File: src/rtl/disp_argmin_sequencer.sv
// Serial winner-take-all over NUM_CANDIDATES costs per pixel, one cost per cycle.
// Emits the minimum cost and its disparity index over a valid/ready output.
module disp_argmin_sequencer #(
  parameter int VALUE_WIDTH    = 8,
  parameter int KEY_WIDTH      = 3,
  parameter int NUM_CANDIDATES = 8
) (
  input  logic                   clk,
  input  logic                   rst_n,
  input  logic                   clear,
  input  logic                   s_valid,
  output logic                   s_ready,
  input  logic [VALUE_WIDTH-1:0] s_cost,
  output logic                   m_valid,
  input  logic                   m_ready,
  output logic [VALUE_WIDTH-1:0] m_min_cost,
  output logic [KEY_WIDTH-1:0]   m_min_disp,
  output logic                   busy
);

  generate
    if (VALUE_WIDTH <= 0 || KEY_WIDTH <= 0 || NUM_CANDIDATES < 2 ||
        (2 ** KEY_WIDTH) < NUM_CANDIDATES) begin : g_bad_params
      $error("disp_argmin_sequencer: illegal parameter combination");
    end
  endgenerate

  localparam logic [KEY_WIDTH-1:0] LAST_IDX = KEY_WIDTH'(NUM_CANDIDATES - 1);

  typedef enum logic [1:0] {
    IDLE  = 2'd0,
    ACCUM = 2'd1,
    HOLD  = 2'd2
  } state_t;

  state_t                 state, state_next;
  logic [KEY_WIDTH-1:0]   cand_cnt, cnt_next;
  logic [VALUE_WIDTH-1:0] run_cost, cost_next;
  logic [KEY_WIDTH-1:0]   run_disp, disp_next;
  logic [VALUE_WIDTH-1:0] out_cost_next;
  logic [KEY_WIDTH-1:0]   out_disp_next;
  logic                   accept;
  logic                   new_wins;
  logic [VALUE_WIDTH-1:0] win_cost;
  logic [KEY_WIDTH-1:0]   win_disp;

  // In HOLD a candidate may only enter in the cycle the result drains.
  assign s_ready = !clear && ((state == HOLD) ? m_ready : 1'b1);
  assign accept  = s_valid && s_ready;
  assign m_valid = (state == HOLD);
  assign busy    = (state == ACCUM);

  // Strict less-than: ties keep the earlier (lower) disparity.
  assign new_wins = (s_cost < run_cost);
  assign win_cost = new_wins ? s_cost : run_cost;
  assign win_disp = new_wins ? cand_cnt : run_disp;

  always_comb begin
    state_next    = state;
    cnt_next      = cand_cnt;
    cost_next     = run_cost;
    disp_next     = run_disp;
    out_cost_next = m_min_cost;
    out_disp_next = m_min_disp;
    if (clear) begin
      state_next = IDLE;
      cnt_next   = '0;
    end else begin
      unique case (state)
        IDLE: begin
          if (accept) begin
            cost_next  = s_cost;
            disp_next  = '0;
            cnt_next   = KEY_WIDTH'(1);
            state_next = ACCUM;
          end
        end
        ACCUM: begin
          if (accept) begin
            cost_next = win_cost;
            disp_next = win_disp;
            cnt_next  = cand_cnt + KEY_WIDTH'(1);
            if (cand_cnt == LAST_IDX) begin
              out_cost_next = win_cost;
              out_disp_next = win_disp;
              cnt_next      = '0;
              state_next    = HOLD;
            end
          end
        end
        HOLD: begin
          if (m_ready) begin
            if (accept) begin
              cost_next  = s_cost;
              disp_next  = '0;
              cnt_next   = KEY_WIDTH'(1);
              state_next = ACCUM;
            end else begin
              state_next = IDLE;
            end
          end
        end
        default: begin
          state_next = IDLE;
          cnt_next   = '0;
        end
      endcase
    end
  end

  always_ff @(posedge clk or negedge rst_n) begin
    if (!rst_n) begin
      state      <= IDLE;
      cand_cnt   <= '0;
      run_cost   <= '0;
      run_disp   <= '0;
      m_min_cost <= '0;
      m_min_disp <= '0;
    end else begin
      state      <= state_next;
      cand_cnt   <= cnt_next;
      run_cost   <= cost_next;
      run_disp   <= disp_next;
      m_min_cost <= out_cost_next;
      m_min_disp <= out_disp_next;
    end
  end

endmodule

File: config.mk
export PLATFORM = sky130hd
export DESIGN_NAME = disp_argmin_sequencer
export DESIGN_NICKNAME = d
export VERILOG_FILES = /design/src/rtl/disp_argmin_sequencer.sv
export SDC_FILE = /design/constraint.sdc
export NUM_CORES = 1
export LEC_CHECK = 0
export ABC_AREA = 1
export BUFFER_PORTS_ARGS = -buffer_cell sky130_fd_sc_hd__buf_2
export CAP_MARGIN = 10
export CORE_UTILIZATION = 50
export DETAILED_ROUTE_END_ITERATION = 8
export GPL_TIMING_DRIVEN = 0
export PLACE_DENSITY = 0.78
export SYNTH_ARGS = -nofsm -noshare
export SYNTH_HDL_FRONTEND = slang
export SYNTH_SLANG_ARGS = --single-unit
File: constraint.sdc
create_clock -name clk -period 3.1 [get_ports clk]
set_input_delay 0.465 -clock clk [delete_from_list [all_inputs] [get_ports clk]]
set_output_delay 0.465 -clock clk [all_outputs]
set_load 0.03 [all_outputs]
# Word-level counts from Yosys, hierarchy flattened
# Index checks and enable logic that the tools add are counted.
# word_totals
rom_bits	0
inputBits	13
ram_bits	0
memories	0
out_inout_bits	14
latch_bits	0
ff_bits	27
word_cells	51
# op_classes
magnitude_cmp	1
n_shift	0
mux	24
reduce_logical	9
multipliers	0
addsub	1
n_div	0
n_bitwise	1
n_eq_ne	9
# op_table
operator	count
two-way mux 8 bit	4
two-way mux 3 bit	9
case mux 8 bit (3 select lines)	1
case mux 3 bit (3 select lines)	2
AND reduction 4 bit	3
two-way mux 2 bit	5
!= test 3 x 2 -> 1 bit (second input constant)	3
less-than comparator 8 bit	1
case mux 2 bit (3 select lines)	1
!= test 2 x 1 -> 1 bit (second input constant)	2
adder 3 x 1 -> 3 bit (second input constant)	1
equality test 3 bit (second input constant)	1
!= test 3 bit (second input constant)	1
nonzero test 3 bit	1
equality test 2 x 1 -> 1 bit (second input constant)	1
equality test 2 bit (second input constant)	1
logical AND 1 bit	2
logical NOT 2 bit	1
two-way mux 1 bit	2
AND reduction 2 bit	1
logical NOT 1 bit	1
NOT 1 bit	1

# Depth between registers and ports, before layout
# Gate-level depths: netlist (run 1).
# depth
ltp_word	8
ltp_mapped	13
depth_no_buf	12

# Worst setup path before layout (run 1)
# No wires, ideal clock.
# synth_timing
path_kind	input-to-reg
start	input s_cost[7]
end	register run_cost[0]
path_slack_ns	1.478
t_required_ns	2.984
setup_ns	0.116
arrival_ns	1.505
path_stages	11
path_cell_list	ha_1 nand2_1 inv_1 nor2_1 o21a_1 nand2_1 buf_2 nand2_1 nand3_1 nand2_1 nand2_1
# synth_via
elab_chain_cells	4
# synth_rtl
element	line_no	text
start: declaration	13	input logic [VALUE_WIDTH-1:0] s_cost,
less-than comparator 8 bit	54	assign new_wins = (s_cost < run_cost);
two-way mux 8 bit	55	assign win_cost = new_wins ? s_cost : run_cost;
two-way mux 8 bit	79	if (accept) begin
case mux 8 bit (3 select lines)	69	unique case (state)
end signal: assignment	122	run_cost <= cost_next;
end: declaration	38	logic [VALUE_WIDTH-1:0] run_cost, cost_next;
# Every way passes these cells. The select of a mux whose other input is x is not followed.
# A chain may end at the register's enable or synchronous reset.

# Worst setup path in the final report (run 1)
# layout_timing
start	register state[0]
end	output s_ready
# layout_via
elab_chain_cells	3
# layout_rtl
element	line_no	text
start: declaration	36	state_t state, state_next;
start signal: assignment	120	state <= state_next;
equality test 2 bit	48	assign s_ready = !clear && ((state == HOLD) ? m_ready : 1'b1);
two-way mux 1 bit	48	
logical AND 1 bit	48	
end: declaration	12	output logic s_ready,
# Every way passes these cells.

==> results.py, run 1 <==
metrics = {
    "floorplanning": {
        "core_area_um2": 3337,
        "die_y_um": 60.89,
        "die_area_um2": 3708,
        "die_w_um": 60.89,
        "initial_core_util_pct": 51.97,
        "fp-row-count": 21,
        "ios": 27,
    },
    "setup_path": {
        "r2r_cells": 12,
        "critical_path.cell_chain": "buf_6, inv_6, nand2_2, o21ai_2, inv_2, buf_2",
        "critPathLaunchType": "register",
        "cp_num_cells": 6,
        "cp_slowest_stage_delay_ps": 400,
        "rr_endpoint": "run_cost[5]",
        "startpoint": "state[0]",
        "critPathBufInv": 4,
        "path_max_fanout": 9,
        "r2r_setup_slack_ps": 1320,
        "timing.rr.start": "run_cost[7]",
        "crit_slowest_cell": "dfrtp_1",
        "crit_family": "buffers and inverters",
        "worst-endpoint-required_ps": 2630,
        "critPathCaptureType": "output pin",
        "criticalPathCategory": "register to output pin",
        "arrival_ps": 1420,
    },
    "finish": {
        "antenna_cells": 0,
        "syn2layout_area_growth_pct": 12.34,
        "fillers": 349,
        "nets": 282,
        "regArea_um2": 675.6,
        "final_layout_size_suffix_gt1_share_pct": 22.39,
        "multi_input_area_um2": 888.4,
    },
    "yosys": {
        "synth_fp_nets": 251,
        "synth_cell_types": 23,
        "synth-seq-cells": 27,
        "netlist_top_cells_count": "nand2_1, dfrtp_1, nand3_1, inv_1, nor2_1",
        "synth_area_leader_cell": "dfrtp_1",
        "synthTopCellsByArea": "dfrtp_1, nand2_1, nand3_1",
        "synth_cells": 229,
        "netlist_area_um2": 1734,
        "netlist.area_leader.share_pct": 38.96,
        "syn_area_per_cell_um2": 7.573,
        "synth-seq-area-share_pct": 38.96,
        "synth-main-ff-cell": "dfrtp_1",
        "synth.most_common_cell": "nand2_1",
        "yosys_warnings": 0,
        "async_flop_share_pct": 100.0,
        "synth_edf_count": 0,
    },
    "power": {
        "p_sw_uw": 363.5,
        "p_clk_share_pct": 16.7,
        "pwr-share-comb_pct": 38.4,
        "finalPower_uw": 931.8,
        "p_leak_uw": 0.001161,
        "seq_power_share_pct": 44.8,
        "switching_share_pct": 39.01,
        "intPower_uw": 568.3,
        "power_density_nw_per_um2": 478.3,
        "ir_worst_vdd_uv": 221.7,
    },
    "clocking": {
        "clockBufferDepth": 2,
        "cts_made_buffers": 3,
        "clock-root-buffer": "clkbuf_4",
        "hold_buffers": 0,
        "clk_latency_ps": 320,
        "postCtsSetupRepairBufs": 0,
        "cts_resized": 0,
        "cts.sinks": 27,
        "cts_tree": "done",
        "cts_max_level": 1,
        "path_clk_slew_ps": 140,
    },
    "grt": {
        "grt_use_total_pct": 20.79,
        "first_global_vias": 1359,
        "grt_pass1_wl_mm": 5.727,
        "gr-total-overflow": 0,
        "antenna_found_initial": 0,
        "grt_max_degree": 28,
    },
    "timing": {
        "tns_ps": 0,
        "rsz0062_at_grt": "false",
        "fmax_mhz": 529.4,
        "clock_skew_ps": 1.264,
        "final_max_slew_viol_count": 0,
        "slew_headroom_pct": 59.21,
        "final.min_clock_period_ps": 1889,
        "hold_slack_ps": 124.2,
        "setup_viol": 0,
        "finalHoldViolations": 0,
        "worst_slew_pin_slew_ps": 611.8,
        "period_share_pct": 60.93,
    },
    "placed_design": {
        "hpwl_mm": 2.600,
        "port_buffers": 26,
        "routabilityCongestion": 0.8435,
    },
    "detailed_routing": {
        "routed.top_layer": "met4",
        "wl_per_cell_um": 11.59,
        "wl_mm": 3.536,
        "drcViolationCount": 0,
        "antenna_left": 0,
        "routed_via_density": 4.925,
        "dr.pass1.iters": 4,
        "drt-met1-wl_mm": 1.666,
        "met3WireLength_um": 164,
        "met2_length_mm": 1.684,
        "vias": 1502,
        "drt_iter0_drc": 68,
    },
    "status": {
        "status": "complete, no violations",
    },
    "min_path": {
        "hold_path.class": "input port to async pin",
    },
    "job": {
        "cap_violations": 0,
    },
}
registers in the layout (all words and copies together), names as in the netlist:
| name | count |
|---|---|
| cand_cnt | 3 |
| run_disp | 3 |
| run_cost | 8 |
| state | 2 |
| m_min_disp | 3 |
| m_min_cost | 8 |
kinds of logic (layout without fill, tap and decap cells):
logic type	after synthesis	after routing	share of synthesized area, %
simple gates	145	145	39.76
buf+inv	32	62	9.812
flops	27	27	38.96
compound gates	16	16	4.978
fa+ha+maj	9	9	6.494
layer usage:
layer	vias up	global-route usage [%]
met2	38	33.59
met5	-	0
met1	681	27.43
met4	0	9.416
li1	781	-
met3	2	3.198
cell usage in the layout (no fill, tap or decap), drive strengths merged:
cell type / n
clkbuf: 4
nand3: 28
ha: 9
buf: 33
nor2: 22
o21ai: 10
inv: 25
o21a: 1
nand2: 94
nand4: 1
a21oi: 5
dfrtp: 27
worst max-delay path by stage:
| stage | to |
|---|---|
| after CTS | s_ready |
| after global routing | s_ready |
| after global placement | run_disp[0] |
| after floorplan | run_cost[0] |
| final | s_ready |
| after detailed placement | run_cost[5] |
power groups by stage:
stage / registers [uW] / clock network (uW) / logic [uW]
floorplan: 418 / 0 / 274
global placement: 423 / 0 / 345
detailed placement: 425 / 0 / 356
CTS: 418 / 161 / 359
global route: 424 / 174 / 410
finish: 418 / 156 / 358
layout make-up:
cell class,instances,area share (%)
multi-input combinational,170,45.60
sequential,27,34.68
timing repair buffer,26,6.680
inverter,25,5.459
buffer,7,3.276
tap,46,2.954
clock buffer,4,1.349
metrics by stage:
stage	area [um2]	worst slack (ps)	std cells	util [%]
after floorplan	1734	1478	229	-
after global placement	1922	1238	301	57.59
after detailed placement	1922	1189	301	57.59
after CTS	1948	1193	305	58.38
after global routing	1948	1123	305	58.38
final	1948	1211	305	58.38
Note: power is estimated with default switching activity, not from simulation.
==> inputs of run 2 (changes only) <==
PLACE_DENSITY = 0.8   (was 0.78)
clock period = 1.57 ns   (was 3.1 ns; I/O delays follow)
==> results.py, run 2 (synthesis results as in run 1) <==
metrics = {
    "setup_path": {
        "crit_slowest_cell": "dfrtp_1",
        "critical_path.cell_chain": "inv_1, ha_1, a21oi_1, nand2_2, nand2_4, nand2_4, buf_6, nand2_2, nand3_1, nand2_1, nand2_1",
        "critPathCaptureType": "register",
        "endpoint": "run_cost[5]",
        "startpoint": "run_cost[3]",
        "arrival_ps": 1930,
        "critPathLaunchType": "register",
        "timing.rr.start": "run_cost[3]",
        "r2r_cells": 11,
        "cp_slowest_stage_delay_ps": 380,
        "rr_endpoint": "run_cost[5]",
        "worst-endpoint-required_ps": 1810,
        "path_max_fanout": 5,
        "criticalPathCategory": "register to register",
        "r2r_setup_slack_ps": -120,
    },
    "grt": {
        "first_global_vias": 1378,
        "grt_pass1_wl_mm": 6.051,
        "antenna_found_initial": 0,
        "grt_max_degree": 28,
        "gr-total-overflow": 0,
        "grt_use_total_pct": 22.60,
    },
    "placed_design": {
        "dp_slack_ps": -126.2,
        "port_buffers": 26,
        "place_area_um2": 1922,
        "hpwl_mm": 2.504,
        "routabilityCongestion": 0.7782,
        "numPlacedInstances": 301,
    },
    "power": {
        "power_density_nw_per_um2": 976.7,
        "ir_worst_vdd_uv": 797.2,
        "p_leak_uw": 0.001266,
    },
    "finish": {
        "fin_util_pct": 66.33,
        "antenna_cells": 0,
        "final_layout_size_suffix_gt1_share_pct": 35.64,
        "syn2layout_area_growth_pct": 27.63,
        "fin_area_um2": 2213,
        "final_common_cell": "nand2_1",
        "layout_common_cells": "nand2_1, dfrtp_1, nand3_1, buf_2, nand2_2",
        "nets": 298,
        "reg.largest.list": "m_min_cost (8), run_cost (8)",
        "stdcell_count": 321,
        "fillers": 277,
    },
    "detailed_routing": {
        "antenna_left": 0,
        "drt_iter0_drc": 67,
        "vias": 1602,
        "wl_per_cell_um": 12.10,
        "drcViolationCount": 0,
        "routed_via_density": 4.991,
        "dr.pass1.iters": 4,
        "wl_mm": 3.884,
    },
    "timing": {
        "fmax_mhz": 591.2,
        "hold_slack_ps": 202.5,
        "final.min_clock_period_ps": 1692,
        "slew_headroom_pct": 58.12,
        "finalHoldViolations": 0,
        "worst_slack_ps": -121.5,
        "clock_skew_ps": 5.894,
        "final_max_slew_viol_count": 0,
        "setup_viol": 18,
        "period_share_pct": 107.7,
        "worst_slew_pin_slew_ps": 628.3,
        "rsz0062_at_grt": "true",
    },
    "min_path": {
        "min_path_cells": 4,
        "hold_path.class": "input port to register",
    },
    "status": {
        "failed_checks": "negative setup slack",
        "status": "finished, violations left",
    },
    "floorplanning": {
        "initial_core_util_pct": 51.97,
        "fp-row-count": 21,
        "ios": 27,
        "die_area_um2": 3708,
        "die_w_um": 60.89,
        "core_area_um2": 3337,
        "die_y_um": 60.89,
    },
    "clocking": {
        "path_clk_slew_ps": 150,
        "cts.sinks": 27,
        "cts_tree": "done",
        "cts_made_buffers": 3,
        "clk_latency_ps": 340,
        "clock-root-buffer": "clkbuf_4",
        "clockBufferDepth": 2,
        "cts_max_level": 1,
    },
    "job": {
        "cap_violations": 0,
    },
}
==> run 2: cell types whose count changed in the layout (fill, tap and decap cells not counted), sizes merged <==
cell,change
buf,+14
clkinvlp,+1
dlygate4sd3,+1
==> run 2: critical path: cells and delay by family (launching register included) <==
family / cells / cell delay, ps
flip-flops: 1 / 380
AND/OR/NAND/NOR: 7 / 570
adder cells (fa/ha/maj): 1 / 280
buffers and inverters: 2 / 190
AO/OA/AOI/OAI: 1 / 190
==> run 2: worst min path at each step <==
stage | from | end
after detailed placement | rst_n | run_cost[2]
after global placement | rst_n | run_cost[2]
after CTS | m_ready | state[1]
after floorplan | rst_n | cand_cnt[0]
after global routing | m_ready | state[1]
final | m_ready | state[1]
==> run 2: report_power, final <==
part / internal [uW] / total [uW] / switching [uW]
registers: 775 / 835 / 60.2
logic: 441 / 1010 / 566
clock network: 97.8 / 320 / 222
==> run 2: repair_timing <==
item	CTS	global route
pin swaps	4	10
setup buffers	9	6
setup endpoints to repair	22	27
gates cloned	1	0
resized for setup	18	24
hold buffers	1	0
hold endpoints to repair	27	0
==> run 2: per-stage QoR <==
stage,setup TNS [ps],total power (uW)
global route,-2383,2324
floorplan,0,1367
detailed placement,-1811,1537
CTS,-288.6,2015
global placement,-1415,1518
finish,-591.6,2162
==> run 2: final cells by class <==
| type | instances | area, um2 | share of cell area (%) |
|---|---|---|---|
| timing repair buffer | 43 | 269.0 | 12.15 |
| clock buffer | 3 | 22.52 | 1.018 |
| buffer | 6 | 71.32 | 3.222 |
| tap | 46 | 57.56 | 2.600 |
| clock inverter | 1 | 7.507 | 0.3392 |
| multi-input combinational | 170 | 998.5 | 45.11 |
| inverter | 25 | 108.9 | 4.918 |
| sequential | 27 | 678.2 | 30.64 |
==> run 2: layer usage <==
metal	up-vias	part of all wire, %	wire length, um	track usage (%)
met2	49	49	1903	36.42
met5	-	0	0	0
met1	738	44	1710	29.78
met4	0	1.2	46	8.442
li1	809	-	-	-
met3	6	5.7	223	4.904
